## src/rtl/ascii_pkg.sv

```systemverilog
// Shared ASCII constants, parser state encoding and sizing helper for
// RX command parsers.
package ascii_pkg;

    localparam logic [7:0] ASC_0  = 8'h30;
    localparam logic [7:0] ASC_9  = 8'h39;
    localparam logic [7:0] ASC_CR = 8'h0D;
    localparam logic [7:0] ASC_LF = 8'h0A;

    typedef enum logic [1:0] {
        IDLE  = 2'd0,
        ACCUM = 2'd1,
        EMIT  = 2'd2,
        SKIP  = 2'd3
    } state_t;

    // Bits needed to hold the largest n-digit decimal number (10^n - 1).
    function automatic int unsigned acc_width(input int unsigned max_digits);
        int unsigned p;
        p = 1;
        for (int unsigned i = 0; i < max_digits; i++) begin
            p = p * 10;
        end
        return $clog2(p);
    endfunction

endpackage

```

## src/rtl/ascii_char_class.sv

```systemverilog
// Classifies an ASCII byte as decimal digit or line terminator; inverse of
// the number-to-ASCII table.
module ascii_char_class
    import ascii_pkg::*;
#(
    parameter logic [7:0] TERM_CR = ASC_CR,
    parameter logic [7:0] TERM_LF = ASC_LF
) (
    input  logic [7:0] i_data,
    output logic       o_is_digit,
    output logic       o_is_term,
    output logic [3:0] o_digit
);

    logic [7:0] w_off;

    assign w_off      = i_data - ASC_0;
    assign o_is_digit = (i_data >= ASC_0) && (i_data <= ASC_9);
    assign o_is_term  = (i_data == TERM_CR) || (i_data == TERM_LF);
    assign o_digit    = 4'(w_off);

endmodule

```

## src/rtl/ascii_dist_parser.sv

```systemverilog
// Assembles decimal ASCII lines from the RX FIFO into a DATA_W-bit value;
// malformed or out-of-range lines are dropped and flagged.
module ascii_dist_parser
    import ascii_pkg::*;
#(
    parameter int unsigned DATA_W     = 12,
    parameter int unsigned MAX_DIGITS = 4,
    parameter logic [7:0]  TERM_CR    = 8'h0D,
    parameter logic [7:0]  TERM_LF    = 8'h0A
) (
    input  logic              clk,
    input  logic              rst_n,
    input  logic [7:0]        i_rx_data,
    input  logic              i_rx_valid,
    output logic              o_rx_pop,
    output logic [DATA_W-1:0] o_value,
    output logic              o_value_valid,
    output logic              o_err,
    output logic              o_busy
);

    localparam int unsigned ACC_W = acc_width(MAX_DIGITS);
    localparam int unsigned CNT_W = $clog2(MAX_DIGITS + 1);
    localparam logic [ACC_W-1:0] MAX_VAL = ACC_W'((1 << DATA_W) - 1);
    localparam logic [CNT_W-1:0] MAX_CNT = CNT_W'(MAX_DIGITS);

    state_t             r_state, w_next;
    logic [ACC_W-1:0]   r_acc, w_acc;
    logic [CNT_W-1:0]   r_cnt, w_cnt;
    logic [DATA_W-1:0]  r_value;
    logic               r_value_valid, r_err, r_busy;
    logic               w_pop, w_load, w_err;
    logic               w_is_digit, w_is_term;
    logic [3:0]         w_digit;
    logic [ACC_W-1:0]   w_acc_x10;

    ascii_char_class #(
        .TERM_CR (TERM_CR),
        .TERM_LF (TERM_LF)
    ) u_class (
        .i_data     (i_rx_data),
        .o_is_digit (w_is_digit),
        .o_is_term  (w_is_term),
        .o_digit    (w_digit)
    );

    // Pop is held low through reset so the FIFO is never drained while idle.
    assign w_pop     = i_rx_valid && (r_state != EMIT) && rst_n;
    assign w_acc_x10 = (r_acc << 3) + (r_acc << 1) + ACC_W'(w_digit);

    always_ff @(posedge clk or negedge rst_n) begin
        if (!rst_n) begin
            r_state       <= IDLE;
            r_acc         <= '0;
            r_cnt         <= '0;
            r_value       <= '0;
            r_value_valid <= 1'b0;
            r_err         <= 1'b0;
            r_busy        <= 1'b0;
        end else begin
            r_state       <= w_next;
            r_acc         <= w_acc;
            r_cnt         <= w_cnt;
            r_value_valid <= w_load;
            r_err         <= w_err;
            r_busy        <= (w_next == ACCUM) || (w_next == SKIP);
            if (w_load) begin
                r_value <= r_acc[DATA_W-1:0];
            end
        end
    end

    always_comb begin
        w_next = r_state;
        w_acc  = r_acc;
        w_cnt  = r_cnt;
        w_load = 1'b0;
        w_err  = 1'b0;
        case (r_state)
            IDLE: begin
                if (w_pop) begin
                    if (w_is_digit) begin
                        w_acc  = ACC_W'(w_digit);
                        w_cnt  = CNT_W'(1);
                        w_next = ACCUM;
                    end else if (!w_is_term) begin
                        w_next = SKIP;
                    end
                end
            end
            ACCUM: begin
                if (w_pop) begin
                    if (w_is_digit && (r_cnt < MAX_CNT)) begin
                        w_acc = w_acc_x10;
                        w_cnt = r_cnt + CNT_W'(1);
                    end else if (w_is_term) begin
                        w_acc = '0;
                        w_cnt = '0;
                        if (r_acc <= MAX_VAL) begin
                            w_load = 1'b1;
                            w_next = EMIT;
                        end else begin
                            w_err  = 1'b1;
                            w_next = IDLE;
                        end
                    end else begin
                        // Too many digits or a stray character: drop rest of line.
                        w_acc  = '0;
                        w_cnt  = '0;
                        w_next = SKIP;
                    end
                end
            end
            EMIT: begin
                w_acc  = '0;
                w_cnt  = '0;
                w_next = IDLE;
            end
            SKIP: begin
                if (w_pop && w_is_term) begin
                    w_err  = 1'b1;
                    w_acc  = '0;
                    w_cnt  = '0;
                    w_next = IDLE;
                end
            end
            default: w_next = IDLE;
        endcase
    end

    assign o_rx_pop      = w_pop;
    assign o_value       = r_value;
    assign o_value_valid = r_value_valid;
    assign o_err         = r_err;
    assign o_busy        = r_busy;

endmodule

```

## config.mk

```make
export PLATFORM = sky130hd
export DESIGN_NAME = ascii_dist_parser
export DESIGN_NICKNAME = d
export VERILOG_FILES = /design/src/rtl/ascii_pkg.sv /design/src/rtl/ascii_char_class.sv /design/src/rtl/ascii_dist_parser.sv
export SDC_FILE = /design/constraint.sdc
export NUM_CORES = 1
export LEC_CHECK = 0
export ABC_CLOCK_PERIOD_IN_PS = 2690
export BUFFER_PORTS_ARGS = -buffer_cell sky130_fd_sc_hd__buf_2
export CORE_UTILIZATION = 58
export DETAILED_ROUTE_END_ITERATION = 6
export PLACE_DENSITY = 0.9
export SLEW_MARGIN = 40
export SYNTH_ARGS = -nofsm -noshare
export SYNTH_HDL_FRONTEND = slang
export SYNTH_SLANG_ARGS = --single-unit
```

## constraint.sdc

```tcl
create_clock -name clk -period 2.69 [get_ports clk]
set_input_delay 0.1345 -clock clk [delete_from_list [all_inputs] [get_ports clk]]
set_output_delay 0.1345 -clock clk [all_outputs]
set_load 0.1 [all_outputs]
```

==> flow_metrics.tcl, run 1 <==
set metrics [dict create \
    finalInstanceArea_sq_um 2370 \
    clkSinkCount 34 \
    synth_top_area_share 0.402 \
    clk_latency_ns 0.34 \
    first_global_vias 1515 \
    placementRows 21 \
    power_mw 1.05 \
    timing.final.ws_setup_ns 0.219 \
    numCtsBuffers 5 \
    fin_nets 268 \
    yosysUniqueCellTypes 42 \
    synth_area_sq_um 2120 \
    gr-total-overflow 0 \
    hold_viol_final 0 \
    clock-root-buffer "clkbuf_4" \
    ys_warn_count 0 \
    die_h_microns 62.4 \
    finClkSkew_ns 0.00430 \
    ys_seq_elements 34 \
    status "finished, final reports clean" \
    postSynthAreaPerCell_sq_um 10.6 \
    post_drt_wl_per_cell_microns 15.3 \
    dp_hpwl_microns 3120 \
    async_reset_ff_frac 1.00 \
    finalSetupViolCount 0 \
    grt_pass1_wl_microns 7160 \
    drv_slew 0 \
    path_class "reg -> reg" \
    synth_edf_count 0 \
    portBuffers 26 \
    leakage_nw 1.24 \
    synthMuxAreaShare 0.0798 \
    globalplace.congestion 0.834 \
    area_growth_pct 11.9 \
    crit_fanout 4 \
    regToRegSetupSlack_ns 0.22 \
    wl_microns 4240 \
    relSlewSlack 0.645 \
    cts_tree "done" \
    setup-tns-final_ns 0 \
    grt.total_usage 0.238 \
    worstMarginPinSlew_ns 0.528 \
    layout-drive-gt1-share 0.254 \
    ant_nets 0 \
    via_count 1654 \
    synth_compound_area_frac 0.146 \
    via_per_inst 5.95 \
    min_path_type "in -> reg" \
    cts_max_path_buffers 2 \
    maxCapViolCount 0 \
    synthTopCellsByArea "dfrtp_1 (40%), ha_1 (14%), mux2_4 (6.4%)" \
    ys_seq_area_frac 0.402 \
    clk_pin_slew_worst_paths_ns 0.10 \
    synthFlopType "dfrtp_1" \
    cp-end-kind "flop" \
    htreeDepth 2 \
    placed_cell_area_sq_um 2300 \
    dp_slack_ns 0.180 \
    die_w_microns 62.4 \
    rsz0062_at_grt "no" \
    die-area_sq_um 3900 \
    drt-initial-drc-count 115 \
    initial_utilization 0.620 \
    synth_nets 235 \
    cp.arrival_ns 2.73 \
    power_density_nw_per_um2 442 \
    syn_inst 199 \
    synth-xor-area-share 0.0496 \
    io_pins 27 \
    max_freq_ghz 0.405 \
    antenna_found_initial 0 \
    post_cts_buffers 0 \
    grt_max_degree 36 \
    dr.pass1.iters 5 \
    diodes 0 \
    synth_top_family_by_area "adder cells" \
    drc_errors 0 \
    yosysTopAreaCell "dfrtp_1" \
    core_sq_um 3420 \
    startpoint_type "flop" \
    synth-adder-area-share 0.155 \
    period_share 0.919 \
    fin_crit_ns 2.47 \
    irDropWorstVdd_mv 0.249 \
    synthSimpleGateAreaFrac 0.134 \
    worstPathRequired_ns 2.95 \
]
sequential cells by signal (all words and copies together) (netlist names):
name	flops
o_value	12
r_cnt	3
o_err	1
r_acc	14
o_value_valid	1
o_busy	1
r_state	2
area by class of cell:
cell class	count	area (sq um)
sequential	34	851
clock buffer	5	37.5
fill	255	1050
clock inverter	2	10.0
tap	46	57.6
inverter	11	41.3
timing repair buffer	30	163
multi-input combinational	150	1210
critical path, cell delays in order (launching register included):
cell	delay, ns
dfrtp_1	0.40
inv_1	0.07
fa_1	0.50
fa_1	0.49
nor2b_1	0.20
o2111ai_1	0.15
nand3b_1	0.15
a31oi_1	0.11
xor2_1	0.16
o21ai_0	0.16
worst paths after layout:
path                               from  cells past startpoint         end
setup / recovery               r_acc[0]                      9   r_acc[10]
hold / removal             i_rx_data[3]                      3    r_acc[3]
setup reg to reg               r_acc[0]                      9   r_acc[10]
hold reg to reg              o_value[1]                      1  o_value[1]
max in group asynchronous         rst_n                      3  o_value[9]
min in group asynchronous         rst_n                      3  o_value[0]
power breakdown:
group | switching (mW) | internal [mW]
combinational | 0.131 | 0.0766
clock | 0.166 | 0.0937
sequential | 0.0455 | 0.535
total | 0.342 | 0.705
cell usage in the layout (no fill, tap or decap), drive strengths merged, types with 7 or more instances in the layout:
cell type,synthesis,layout
a21oi,10,10
buf,2,29
dfrtp,34,34
ha,23,23
inv,11,11
mux2,12,12
nand2,18,18
nor2,15,15
o21ai,15,15
xnor2,7,7
routing by layer:
layer  track usage  vias up  routed length, microns
met2         0.370       46                    2020
met5             0        -                       0
li1              -      786                       -
met4        0.0901        0                      70
met3        0.0456        7                     185
met1         0.331      815                    1970
cell usage after synthesis (2+ instances only):
master     count
xnor2_1        7
nand3_1        5
ha_1          23
o21ai_2        2
a21oi_1       10
a22o_1         2
fa_1           2
a31oi_1        3
o2111ai_1      4
a222oi_1       2
buf_6          2
nor3_1         3
nand3b_1       2
dfrtp_1       34
mux2_4         9
o31ai_1        2
mux2_2         3
nor2b_1        2
nand2_1       18
inv_1         11
nor2_1        15
o21ai_0       12
clkbuf_1       2
xor2_1         5
o211ai_1       2
through the flow:
step | utilization | hold WS (ns) | cells
finish | 0.694 | 0.0852 | 278
global route | 0.694 | 0.0966 | 278
CTS | 0.689 | 0.0855 | 278
detailed placement | 0.673 | 0.205 | 270
global placement | 0.673 | 0.197 | 270
floorplan | - | -0.161 | 199
what timing repair did:
| item | 4_1_cts | 5_1_grt |
|---|---|---|
| hold buffers | 1 | 0 |
| gates resized for setup | 0 | 3 |
| endpoints found under the hold margin | 34 | 0 |
| setup endpoints to repair | 0 | 1 |
cell families after synthesis:
group	after synthesis
compound gates	46
simple gates	55
mux	12
xor+xnor	12
fa+ha+maj	25
buf+inv	15
flops	34
Note: power is estimated with default switching activity, not from simulation.
==> run 2, diff against run 1 <==
RECOVER_POWER = 25   (was unset)
==> flow_metrics.tcl, run 2 (same netlist as run 1, synthesis figures left out) <==
set metrics [dict create \
    drc_errors 0 \
    die_h_microns 62.4 \
    finClkSkew_ns 0.00606 \
    regArea_sq_um 851 \
    grt_pass1_wl_microns 7160 \
    numCtsBuffers 5 \
    grt.total_usage 0.238 \
    period_share 0.918 \
    crit_fanout 4 \
    die-area_sq_um 3900 \
    status "finished with violations" \
    min_path_type "in -> reg" \
    irDropWorstVdd_mv 0.248 \
    layout-drive-gt1-share 0.250 \
    path_class "reg -> reg" \
    multiInputGateArea_sq_um 1210 \
    io_pins 27 \
    globalplace.congestion 0.834 \
    finalSetupViolCount 0 \
    cp-end-kind "flop" \
    clock-root-buffer "clkbuf_4" \
    worstPathRequired_ns 2.95 \
    gr-total-overflow 0 \
    power_mw 1.05 \
    post_cts_buffers 0 \
    relSlewSlack -0.166 \
    fill_cells 257 \
    initial_utilization 0.620 \
    cts_max_path_buffers 2 \
    placementRows 21 \
    wl_microns 4250 \
    largest_reg_flops 14 \
    via_count 1665 \
    maxCapViolCount 1 \
    leakage_nw 1.24 \
    largest_register "r_acc" \
    antenna_found_initial 0 \
    hold_viol_final 0 \
    startpoint_type "flop" \
    portBuffers 26 \
    drt-initial-drc-count 114 \
    max_freq_ghz 0.405 \
    htreeDepth 2 \
    dp_hpwl_microns 3120 \
    setup-tns-final_ns 0 \
    clk_latency_ns 0.34 \
    grt_max_degree 36 \
    clk_pin_slew_worst_paths_ns 0.10 \
    post_drt_wl_per_cell_microns 15.3 \
    worstMarginPinSlew_ns 1.75 \
    rsz0062_at_grt "no" \
    ant_nets 0 \
    via_per_inst 5.99 \
    drv_slew 36 \
    diodes 0 \
    violations "capacitance limit, slew limit" \
    final_common_cell "dfrtp_1" \
    cts_tree "done" \
    final_cell_mix "dfrtp_1 (34), buf_2 (26), ha_1 (23)" \
    fin_nets 268 \
    clkSinkCount 34 \
    first_global_vias 1515 \
    power_density_nw_per_um2 442 \
    area_growth_pct 11.8 \
    core_sq_um 3420 \
    die_w_microns 62.4 \
    cp.arrival_ns 2.73 \
    dr.pass1.iters 5 \
    fin_crit_ns 2.47 \
]
-- run 2: changes by cell type in the layout (fill, tap and decap cells not counted) --
cell / change
buf_4: -1
clkbuf_1: +1
-- run 2: timing repair --
item | in CTS | in global routing
hold endpoints to repair | 34 | 0
setup endpoints to repair | 0 | 1
hold buffers | 1 | 0
gates resized for setup | 0 | 3
-- run 2: power breakdown --
part	internal (mW)	switching [mW]	leakage, nW
Combinational	0.0759	0.130	0.743
Clock	0.0937	0.167	0.0308
Sequential	0.535	0.0450	0.462
Total	0.704	0.342	1.24
-- run 2: metrics by stage --
stage	setup slack (ns)	hold slack [ns]	cell area, sq um	util	cells
6_report	0.220	0.0840	2370	0.693	278
5_1_grt	0.0469	0.0966	2370	0.693	278
4_1_cts	0.162	0.0855	2350	0.689	278
3_5_place_dp	0.180	0.205	2300	0.673	270
3_3_place_gp	0.305	0.197	2300	0.673	270
2_1_floorplan	0.387	-0.161	2120	-	199
-- run 2: metal layers --
metal	track usage	up-vias	part of all wire
met4	0.0901	0	0.016
met2	0.370	43	0.48
li1	-	786	-
met1	0.331	829	0.46
met5	0	-	0
met3	0.0456	7	0.041
-- run 2: worst max-delay path, stage by stage, from the launching register on --
cell and delay [ns]:
dfrtp_1 0.40, inv_1 0.07, fa_1 0.50, fa_1 0.49, nor2b_1 0.20, o2111ai_1 0.15, nand3b_1 0.15, a31oi_1 0.11
xor2_1 0.16, o21ai_0 0.16
-- run 2: cell type report --
class	instances	area share
Clock inverter	2	0.00423
Timing Repair Buffer	30	0.0672
Tap cell	46	0.0243
Sequential cell	34	0.360
Inverter	11	0.0175
Multi-Input combinational cell	150	0.511
Clock buffer	5	0.0159
-- run 2: worst paths after layout --
| path | start | end | slack (ns) | cells past startpoint |
|---|---|---|---|---|
| max | r_acc[0] | r_acc[10] | 0.22 | 9 |
| min | i_rx_data[3] | r_acc[3] | 0.08 | 3 |
| max reg2reg | r_acc[0] | r_acc[10] | 0.22 | 9 |
| min reg2reg | o_value[1] | o_value[1] | 0.52 | 1 |
| max in group asynchronous | rst_n | o_value[9] | 0.80 | 3 |
| min in group asynchronous | rst_n | o_value[0] | 0.88 | 3 |
